**config.mk**
```make
export PLATFORM = sky130hd
export DESIGN_NAME = lbm_step_scheduler
export DESIGN_NICKNAME = d
export VERILOG_FILES = /design/src/rtl/lbm_step_scheduler.sv
export SDC_FILE = /design/constraint.sdc
export NUM_CORES = 1
export LEC_CHECK = 0
export ABC_AREA = 1
export CAP_MARGIN = 20
export CORE_MARGIN = 4
export CORE_UTILIZATION = 52
export DETAILED_ROUTE_END_ITERATION = 12
export GPL_TIMING_DRIVEN = 1
export PLACE_DENSITY = 0.87
export SYNTH_ARGS = -nofsm -noshare
export SYNTH_HDL_FRONTEND = slang
export SYNTH_SLANG_ARGS = --single-unit
```
**constraint.sdc**
```tcl
create_clock -name Clk -period 2.05 [get_ports Clk]
set_input_delay 0.41 -clock Clk [delete_from_list [all_inputs] [get_ports Clk]]
set_output_delay 0.41 -clock Clk [all_outputs]
set_load 0.05 [all_outputs]
```
**src/rtl/lbm_step_scheduler.sv**
```systemverilog
// Sequencer for one D2Q9 lattice-Boltzmann time step per pass over the grid:
// per node it loads moments, waits on the divider, collides, then streams nine directions.
module lbm_step_scheduler #(
   parameter int NX            = 16,
   parameter int NY            = 16,
   parameter int ADDRESS_WIDTH = $clog2(NX * NY),
   parameter int ITER_WIDTH    = 16
) (
   input  logic                     Clk,
   input  logic                     Reset,
   input  logic                     start,
   input  logic                     abort,
   input  logic [ITER_WIDTH-1:0]    num_iters,
   input  logic                     div_valid,
   output logic                     busy,
   output logic                     done,
   output logic [ADDRESS_WIDTH-1:0] node_addr,
   output logic                     div_start,
   output logic                     LD_EN_MOM,
   output logic                     LD_EN_FEQ,
   output logic                     WE_fout_mem,
   output logic                     WE_fin_mem,
   output logic [3:0]               stream_dir,
   output logic [ADDRESS_WIDTH-1:0] stream_addr,
   output logic [ITER_WIDTH-1:0]    iter_count
);

   localparam int XW = (NX > 1) ? $clog2(NX) : 1;
   localparam int YW = (NY > 1) ? $clog2(NY) : 1;

   typedef enum logic [3:0] {
      IDLE,
      READ,
      DIV_START,
      DIV_WAIT,
      EQUIL,
      COLLIDE,
      STREAM,
      ADVANCE,
      DONE
   } state_t;

   state_t state, state_next;

   logic [ITER_WIDTH-1:0] iters_target;
   logic [XW-1:0]         x_pos, x_next;
   logic [YW-1:0]         y_pos, y_next;
   logic                  last_node, last_iter, abort_run;
   logic                  dx_pos, dx_neg, dy_pos, dy_neg;

   assign last_node = (x_pos == XW'(NX - 1)) && (y_pos == YW'(NY - 1));
   assign last_iter = ((iter_count + 1'b1) == iters_target);
   assign abort_run = abort && (state != IDLE);

   always_ff @(posedge Clk or posedge Reset) begin
      if (Reset) begin
         state <= IDLE;
      end else begin
         state <= state_next;
      end
   end

   // Abort overrides every other decision, including the divider handshake and end-of-run.
   always_comb begin
      state_next  = state;
      busy        = 1'b0;
      done        = 1'b0;
      div_start   = 1'b0;
      LD_EN_MOM   = 1'b0;
      LD_EN_FEQ   = 1'b0;
      WE_fout_mem = 1'b0;
      WE_fin_mem  = 1'b0;
      if (abort_run) begin
         state_next = IDLE;
      end else begin
         case (state)
            IDLE:      if (start) state_next = (num_iters == '0) ? DONE : READ;
            READ:      state_next = DIV_START;
            DIV_START: state_next = DIV_WAIT;
            DIV_WAIT:  if (div_valid) state_next = EQUIL;
            EQUIL:     state_next = COLLIDE;
            COLLIDE:   state_next = STREAM;
            STREAM:    if (stream_dir == 4'd8) state_next = ADVANCE;
            ADVANCE:   state_next = (last_node && last_iter) ? DONE : READ;
            DONE:      state_next = IDLE;
            default:   state_next = IDLE;
         endcase
      end
      busy        = (state != IDLE);
      done        = (state == DONE);
      div_start   = (state == DIV_START);
      LD_EN_MOM   = (state == READ);
      LD_EN_FEQ   = (state == EQUIL);
      WE_fout_mem = (state == COLLIDE);
      WE_fin_mem  = (state == STREAM);
   end

   // x/y are tracked beside node_addr so neighbour wrap needs no division.
   always_ff @(posedge Clk or posedge Reset) begin
      if (Reset) begin
         node_addr    <= '0;
         x_pos        <= '0;
         y_pos        <= '0;
         iter_count   <= '0;
         iters_target <= '0;
         stream_dir   <= '0;
      end else if (abort_run) begin
         node_addr  <= '0;
         x_pos      <= '0;
         y_pos      <= '0;
         iter_count <= '0;
         stream_dir <= '0;
      end else begin
         case (state)
            IDLE: begin
               if (start) begin
                  iters_target <= num_iters;
                  iter_count   <= '0;
                  node_addr    <= '0;
                  x_pos        <= '0;
                  y_pos        <= '0;
               end
            end
            STREAM: begin
               stream_dir <= (stream_dir == 4'd8) ? 4'd0 : stream_dir + 4'd1;
            end
            ADVANCE: begin
               if (last_node) begin
                  node_addr  <= '0;
                  x_pos      <= '0;
                  y_pos      <= '0;
                  iter_count <= iter_count + 1'b1;
               end else begin
                  node_addr <= node_addr + 1'b1;
                  if (x_pos == XW'(NX - 1)) begin
                     x_pos <= '0;
                     y_pos <= y_pos + 1'b1;
                  end else begin
                     x_pos <= x_pos + 1'b1;
                  end
               end
            end
            default: ;
         endcase
      end
   end

   // D2Q9 offsets, applied with periodic wrap on both axes.
   always_comb begin
      dx_pos = 1'b0;
      dx_neg = 1'b0;
      dy_pos = 1'b0;
      dy_neg = 1'b0;
      case (stream_dir)
         4'd1: dx_pos = 1'b1;
         4'd2: dy_pos = 1'b1;
         4'd3: dx_neg = 1'b1;
         4'd4: dy_neg = 1'b1;
         4'd5: begin dx_pos = 1'b1; dy_pos = 1'b1; end
         4'd6: begin dx_neg = 1'b1; dy_pos = 1'b1; end
         4'd7: begin dx_neg = 1'b1; dy_neg = 1'b1; end
         4'd8: begin dx_pos = 1'b1; dy_neg = 1'b1; end
         default: ;
      endcase
      x_next = x_pos;
      if (dx_pos) x_next = (x_pos == XW'(NX - 1)) ? '0 : x_pos + 1'b1;
      else if (dx_neg) x_next = (x_pos == '0) ? XW'(NX - 1) : x_pos - 1'b1;
      y_next = y_pos;
      if (dy_pos) y_next = (y_pos == YW'(NY - 1)) ? '0 : y_pos + 1'b1;
      else if (dy_neg) y_next = (y_pos == '0) ? YW'(NY - 1) : y_pos - 1'b1;
   end

   assign stream_addr = ADDRESS_WIDTH'(y_next) * ADDRESS_WIDTH'(NX) + ADDRESS_WIDTH'(x_next);

endmodule
```
# Word-level counts from Yosys, hierarchy flattened
# Cells that the tools add are included.
word_totals:
  regBits: 56
  input_bits: 21
  out_inout_bits: 43
  elab_cells: 97
op_classes:
  addsub: 8
  n_eq_ne: 24
  n_mux: 38
  n_bitwise: 1
  n_reduce_logical: 19
op_table:
  columns: ["op", "n"]
  rows:
  - ["$mux 4", 23]
  - ["$mux 16", 3]
  - ["$eq 4x3->1 const B", 8]
  - ["$pmux 16 s2", 1]
  - ["$pmux 4 s8", 1]
  - ["$mux 8", 3]
  - ["$add 16x1->16 const B", 1]
  - ["$eq 16x16->1", 1]
  - ["$eq 4x2->1 const B", 4]
  - ["$eq 4x4->1 const B", 4]
  - ["$logic_not 16->1", 1]
  - ["$pmux 4 s2", 2]
  - ["$pmux 8 s2", 1]
  - ["$add 4x1->4 const B", 3]
  - ["$logic_not 4->1", 3]
  - ["$reduce_and 3->1", 4]
  - ["$reduce_or 3->1", 4]
  - ["$ne 3x3->1 const B", 3]
  - ["$add 8x1->8 const B", 1]
  - ["$add 8x4->8", 1]
  - ["$eq 4x1->1 const B", 2]
  - ["$sub 4x1->4 const B", 2]
  - ["$mux 1", 4]
  - ["$ne 4x4->1 const B", 1]
  - ["7 further kinds", 9]

# Longest topological paths before layout
# Gate-level depths: netlist (run 1).
depth:
  ltp_word: 6
  ltp_mapped: 16

# Worst setup path before layout (run 1)
# No wires, ideal clock.
synth_timing:
  kind: "flip-flop to output port"
  startpoint: "register stream_dir[0]"
  endpoint: "output port stream_addr[0]"
  arrival_time_ns: 2.558
  required_time_ns: 1.640
  slack_ns: -0.918
  stages_incl_launch_ff: 6
  path_buffers: 0
  cell_sequence: "dfrtp_1 > ha_1 > inv_1 > o21ai_0 > inv_1 > o21ai_0"
synth_between:
  elab_chain_len: 6
  word_cells_on_any_way: 13
synth_lines:
  columns: ["item", "line", "rtl"]
  rows:
  - ["from (decl)", "23", "output logic [3:0] stream_dir,"]
  - ["from (signal assigned)", "125", "stream_dir <= (stream_dir == 4'd8) ? 4'd0 : stream_dir + 4'd1;"]
  - ["$eq 4x3->1 or $eq 4x2->1 (tied branches)", "154", "case (stream_dir)"]
  - ["$reduce_or 3->1 (no line)", null, null]
  - ["$mux 1", "154", null]
  - ["$mux 4", "167", "else if (dx_neg) x_next = (x_pos == '0) ? XW'(NX - 1) : x_pos - 1'b1;"]
  - ["$mux 4 *", "166", "if (dx_pos) x_next = (x_pos == XW'(NX - 1)) ? '0 : x_pos + 1'b1;"]
  - ["$add 8x4->8 *", "173", "assign stream_addr = ADDRESS_WIDTH'(y_next) * ADDRESS_WIDTH'(NX) + ADDRESS_WIDTH'(x_next);"]
  - ["to (decl)", "24", "output logic [ADDRESS_WIDTH-1:0] stream_addr,"]
# Mark *: on every way between the ends. The rest lies on a longest branch, timed or not.

# Worst setup path after layout (run 1)
layout_timing:
  startpoint: "register x_pos[0]"
  endpoint: "output port stream_addr[3]"
layout_between:
  elab_chain_len: 5
  word_cells_on_any_way: 9
layout_lines:
  columns: ["item", "line", "rtl"]
  rows:
  - ["from (decl)", "46", "logic [XW-1:0] x_pos, x_next;"]
  - ["from (signal assigned)", "139", "x_pos <= x_pos + 1'b1;"]
  - ["$sub 4x1->4 or $logic_not 4->1 (tied branches)", "167", null]
  - ["$mux 4 (2 in series)", "167", null]
  - ["$mux 4 *", "166", null]
  - ["$add 8x4->8 *", "173", null]
# Marks and branches as above.

==> results.py, run 1 <==
metrics = {
    "cells_and_area": {
        "drive_gt1_frac": 0.2895,
        "antennaDiodeCount": 0,
        "num-nets-final": 631,
        "final_cell_area_um2": 5323,
        "finish.utilization": 0.7749,
        "instances_no_fill": 697,
        "syn_to_final_growth_pct": 43.18,
    },
    "global_route": {
        "grt_usage": 0.2294,
        "number_of_antenna_violations_at_the_first_check_in_global_routing": 0,
        "grt_overflow": 0,
        "first_global_vias": 3563,
        "largest_net_degree_at_the_start_of_global_routing": 46,
        "grt_pass1_wl_um": 16060,
    },
    "power_and_ir_drop": {
        "p_total_mw": 4.521,
        "p_per_area_nw_per_um2": 849.4,
        "power.static_leakage_nw": 2.440,
        "peakVddDrop_mv": 0.8762,
    },
    "logic_synthesis": {
        "synthesis.instances": 495,
        "post_synth_main_area_contributors": "dfrtp_1 (38%), nand2_1 (13%), inv_1 (7.6%)",
        "synthDominantAreaCellType": "dfrtp_1",
        "ys_top_cells_by_count": "nand2_1 (130), inv_1 (75), dfrtp_1 (56), nor2_1 (40)",
        "synth_area_um2": 3717,
        "yosys.area.top_type_share": 0.3770,
        "syn_nets": 526,
        "async_reset_ff_frac": 1.000,
        "post_synth.cell_area_avg_um2": 7.510,
        "ys_seq_elements": 56,
        "most_frequent_cell_after_synthesis": "nand2_1",
        "ys_warn_count": 0,
        "yosysSeqAreaShare": 0.3770,
        "ys_dominant_reg_cell": "dfrtp_1",
        "count_of_distinct_cell_types_in_the_synthesized_netlist": 40,
        "synth-edff-count": 0,
    },
    "critical_path": {
        "crit_path_dat_ns": 2.01,
        "cells_on_worst_reg2reg_path": 16,
        "worst_setup_path_category": "flop to output pin",
        "reg2reg_from": "x_pos[1]",
        "required_ns": 1.64,
        "setup.reg_to_reg.worst_slack_ns": 0.11,
        "timing.rr.end": "state[0]",
        "path_max_fanout": 7,
        "crit_path_start_kind": "flop",
        "worstSetupEndpointType": "output pin",
    },
    "placed_design": {
        "post-place-cells": 669,
        "port_buffer_count": 63,
        "gp_routability_congestion": 0.9313,
        "dpl-instance-area_um2": 4878,
        "place_worst_setup_slack_ns": -0.02162,
        "place.detailed.hpwl_um": 7345,
    },
    "floorplanning": {
        "core_area_um2": 6869,
        "initial_utilization": 0.5412,
        "die_w_um": 92.55,
        "die_y_um": 92.55,
        "dieArea_um2": 8566,
        "std_cell_rows": 30,
        "design.portCount": 64,
    },
    "cts": {
        "clockRootBuffer": "clkbuf_8",
        "cts_htree_levels": 2,
        "cts_num_sinks": 56,
        "cts_inserted_buffers": 5,
        "max-clock-path-buffers": 2,
        "clk_pin_slew_worst_paths_ns": 0.11,
        "cts_tree": "built",
        "insertion_delay_ns": 0.32,
    },
    "sta": {
        "slew_headroom": 0.6574,
        "fin_crit_sh": 1.179,
        "period_needed_ns": 2.418,
        "tns_ns": -2.242,
        "setup_viol": 8,
        "hold_viol": 0,
        "maxSlewViolCount": 0,
        "timing.fmax_mhz": 413.6,
        "worst_pin_slew_ns": 0.5130,
        "worst_clock_skew_ns": 0.004838,
        "rsz0062_at_grt": "yes",
        "hold_slack_ns": 0.3423,
        "final.setup.worst_slack_ns": -0.3678,
    },
    "drt": {
        "antenna_left": 0,
        "route.detailed.wl_per_inst_um": 15.32,
        "detail_route.iter0.violations": 252,
        "via_density_per_instance": 5.522,
        "num_vias": 3849,
        "drt_first_pass_iters": 5,
        "drc": 0,
        "finalWirelength_um": 10680,
    },
    "outcome": {
        "failed_checks": "setup timing",
        "status": "complete, but fails checks",
    },
    "job": {
        "maxCapViolations": 0,
    },
    "min_path": {
        "min_path_type": "input pin to asynchronous set/reset pin",
    },
}
==> layout by cell type, fill, tap and decap left out, types with 4 or more instances in the layout <==
| master | count |
|---|---|
| a21oi_1 | 7 |
| nand4_1 | 9 |
| ha_2 | 4 |
| o21ai_4 | 6 |
| clkbuf_8 | 5 |
| xor2_1 | 7 |
| nand3b_1 | 8 |
| dlymetal6s2s_1 | 4 |
| nor2_2 | 6 |
| nand2_1 | 122 |
| o21ai_1 | 11 |
| nand3_1 | 31 |
| o22ai_1 | 9 |
| inv_2 | 12 |
| buf_4 | 44 |
| o21ai_0 | 23 |
| a21oi_2 | 4 |
| clkdlybuf4s50_1 | 35 |
| nor3_1 | 4 |
| nor2_4 | 9 |
| o22ai_2 | 10 |
| inv_4 | 7 |
| buf_12 | 17 |
| nand2_4 | 5 |
| inv_1 | 64 |
| dfrtp_1 | 47 |
| dfrtp_2 | 9 |
| nor2_1 | 32 |
| nand2_2 | 8 |
==> metal layers <==
| layer | vias to the layer above | global-route usage | wire (um) |
|---|---|---|---|
| met5 | - | 0 | 0 |
| met4 | 0 | 0.06683 | 260 |
| met3 | 30 | 0.03006 | 579 |
| met2 | 160 | 0.4000 | 5385 |
| met1 | 1836 | 0.2971 | 4455 |
| li1 | 1823 | - | - |
==> power by group <==
group          internal [mW]  leakage (nW)  switching [mW]
clock                  0.246        0.0485           0.400
sequential              1.30         0.739           0.209
combinational          0.937          1.65            1.42
total                   2.49          2.44            2.03
==> worst max path at each step <==
stage / start / to / depth (start not counted)
floorplan: stream_dir[0] / stream_addr[3] / 6
global placement: stream_dir[1] / stream_addr[7] / 10
detailed placement: stream_dir[1] / stream_addr[7] / 10
CTS: stream_dir[1] / stream_addr[3] / 8
global route: stream_dir[1] / stream_addr[3] / 8
finish: x_pos[0] / stream_addr[3] / 7
==> timing repair <==
item,CTS,global route
setup endpoints to repair,8,14
endpoints found under the hold margin,0,0
pin swaps,9,9
gates resized for setup,19,41
hold buffers,0,0
buffers inserted,9,12
==> cell families after synthesis <==
family | Yosys count | synth area share
and+or+nand+nor | 247 | 0.3208
AOI/OAI and AO/OA | 83 | 0.1410
DFF | 56 | 0.3770
adders and majority gates | 10 | 0.03366
buffers and inverters | 89 | 0.09660
xor gates and xnor gates | 10 | 0.03097
==> registers in the layout (all words and copies together) (netlist names) <==
signal        flops
iters_target     16
node_addr         8
x_pos             4
y_pos             4
stream_dir        4
state             4
iter_count       16
==> final cells by class <==
| type | instances | area [um2] |
|---|---|---|
| fill | 459 | 1546 |
| clock inverter | 3 | 22.52 |
| tap | 96 | 120.1 |
| sequential | 56 | 1413 |
| clock buffer | 5 | 68.82 |
| inverter | 84 | 332.8 |
| multi-input combinational | 350 | 2261 |
| timing repair buffer | 103 | 1105 |
==> worst max-delay path, stage by stage, from the launching register on <==
cell     delay [ns]
dfrtp_1        0.43
inv_2          0.19
ha_2           0.25
nand2_1        0.09
nor2_2         0.19
a21oi_1        0.12
a22oi_2        0.24
buf_12         0.18
(Power assumes the default switching activity.)
==> run 2: changes to the inputs <==
- CTS_BUF_LIST: default -> sky130_fd_sc_hd__clkbuf_4 sky130_fd_sc_hd__clkbuf_8 sky130_fd_sc_hd__clkbuf_16
==> results of run 2 <==
No change in the layout: final DEF, timing and power equal those of run 1.
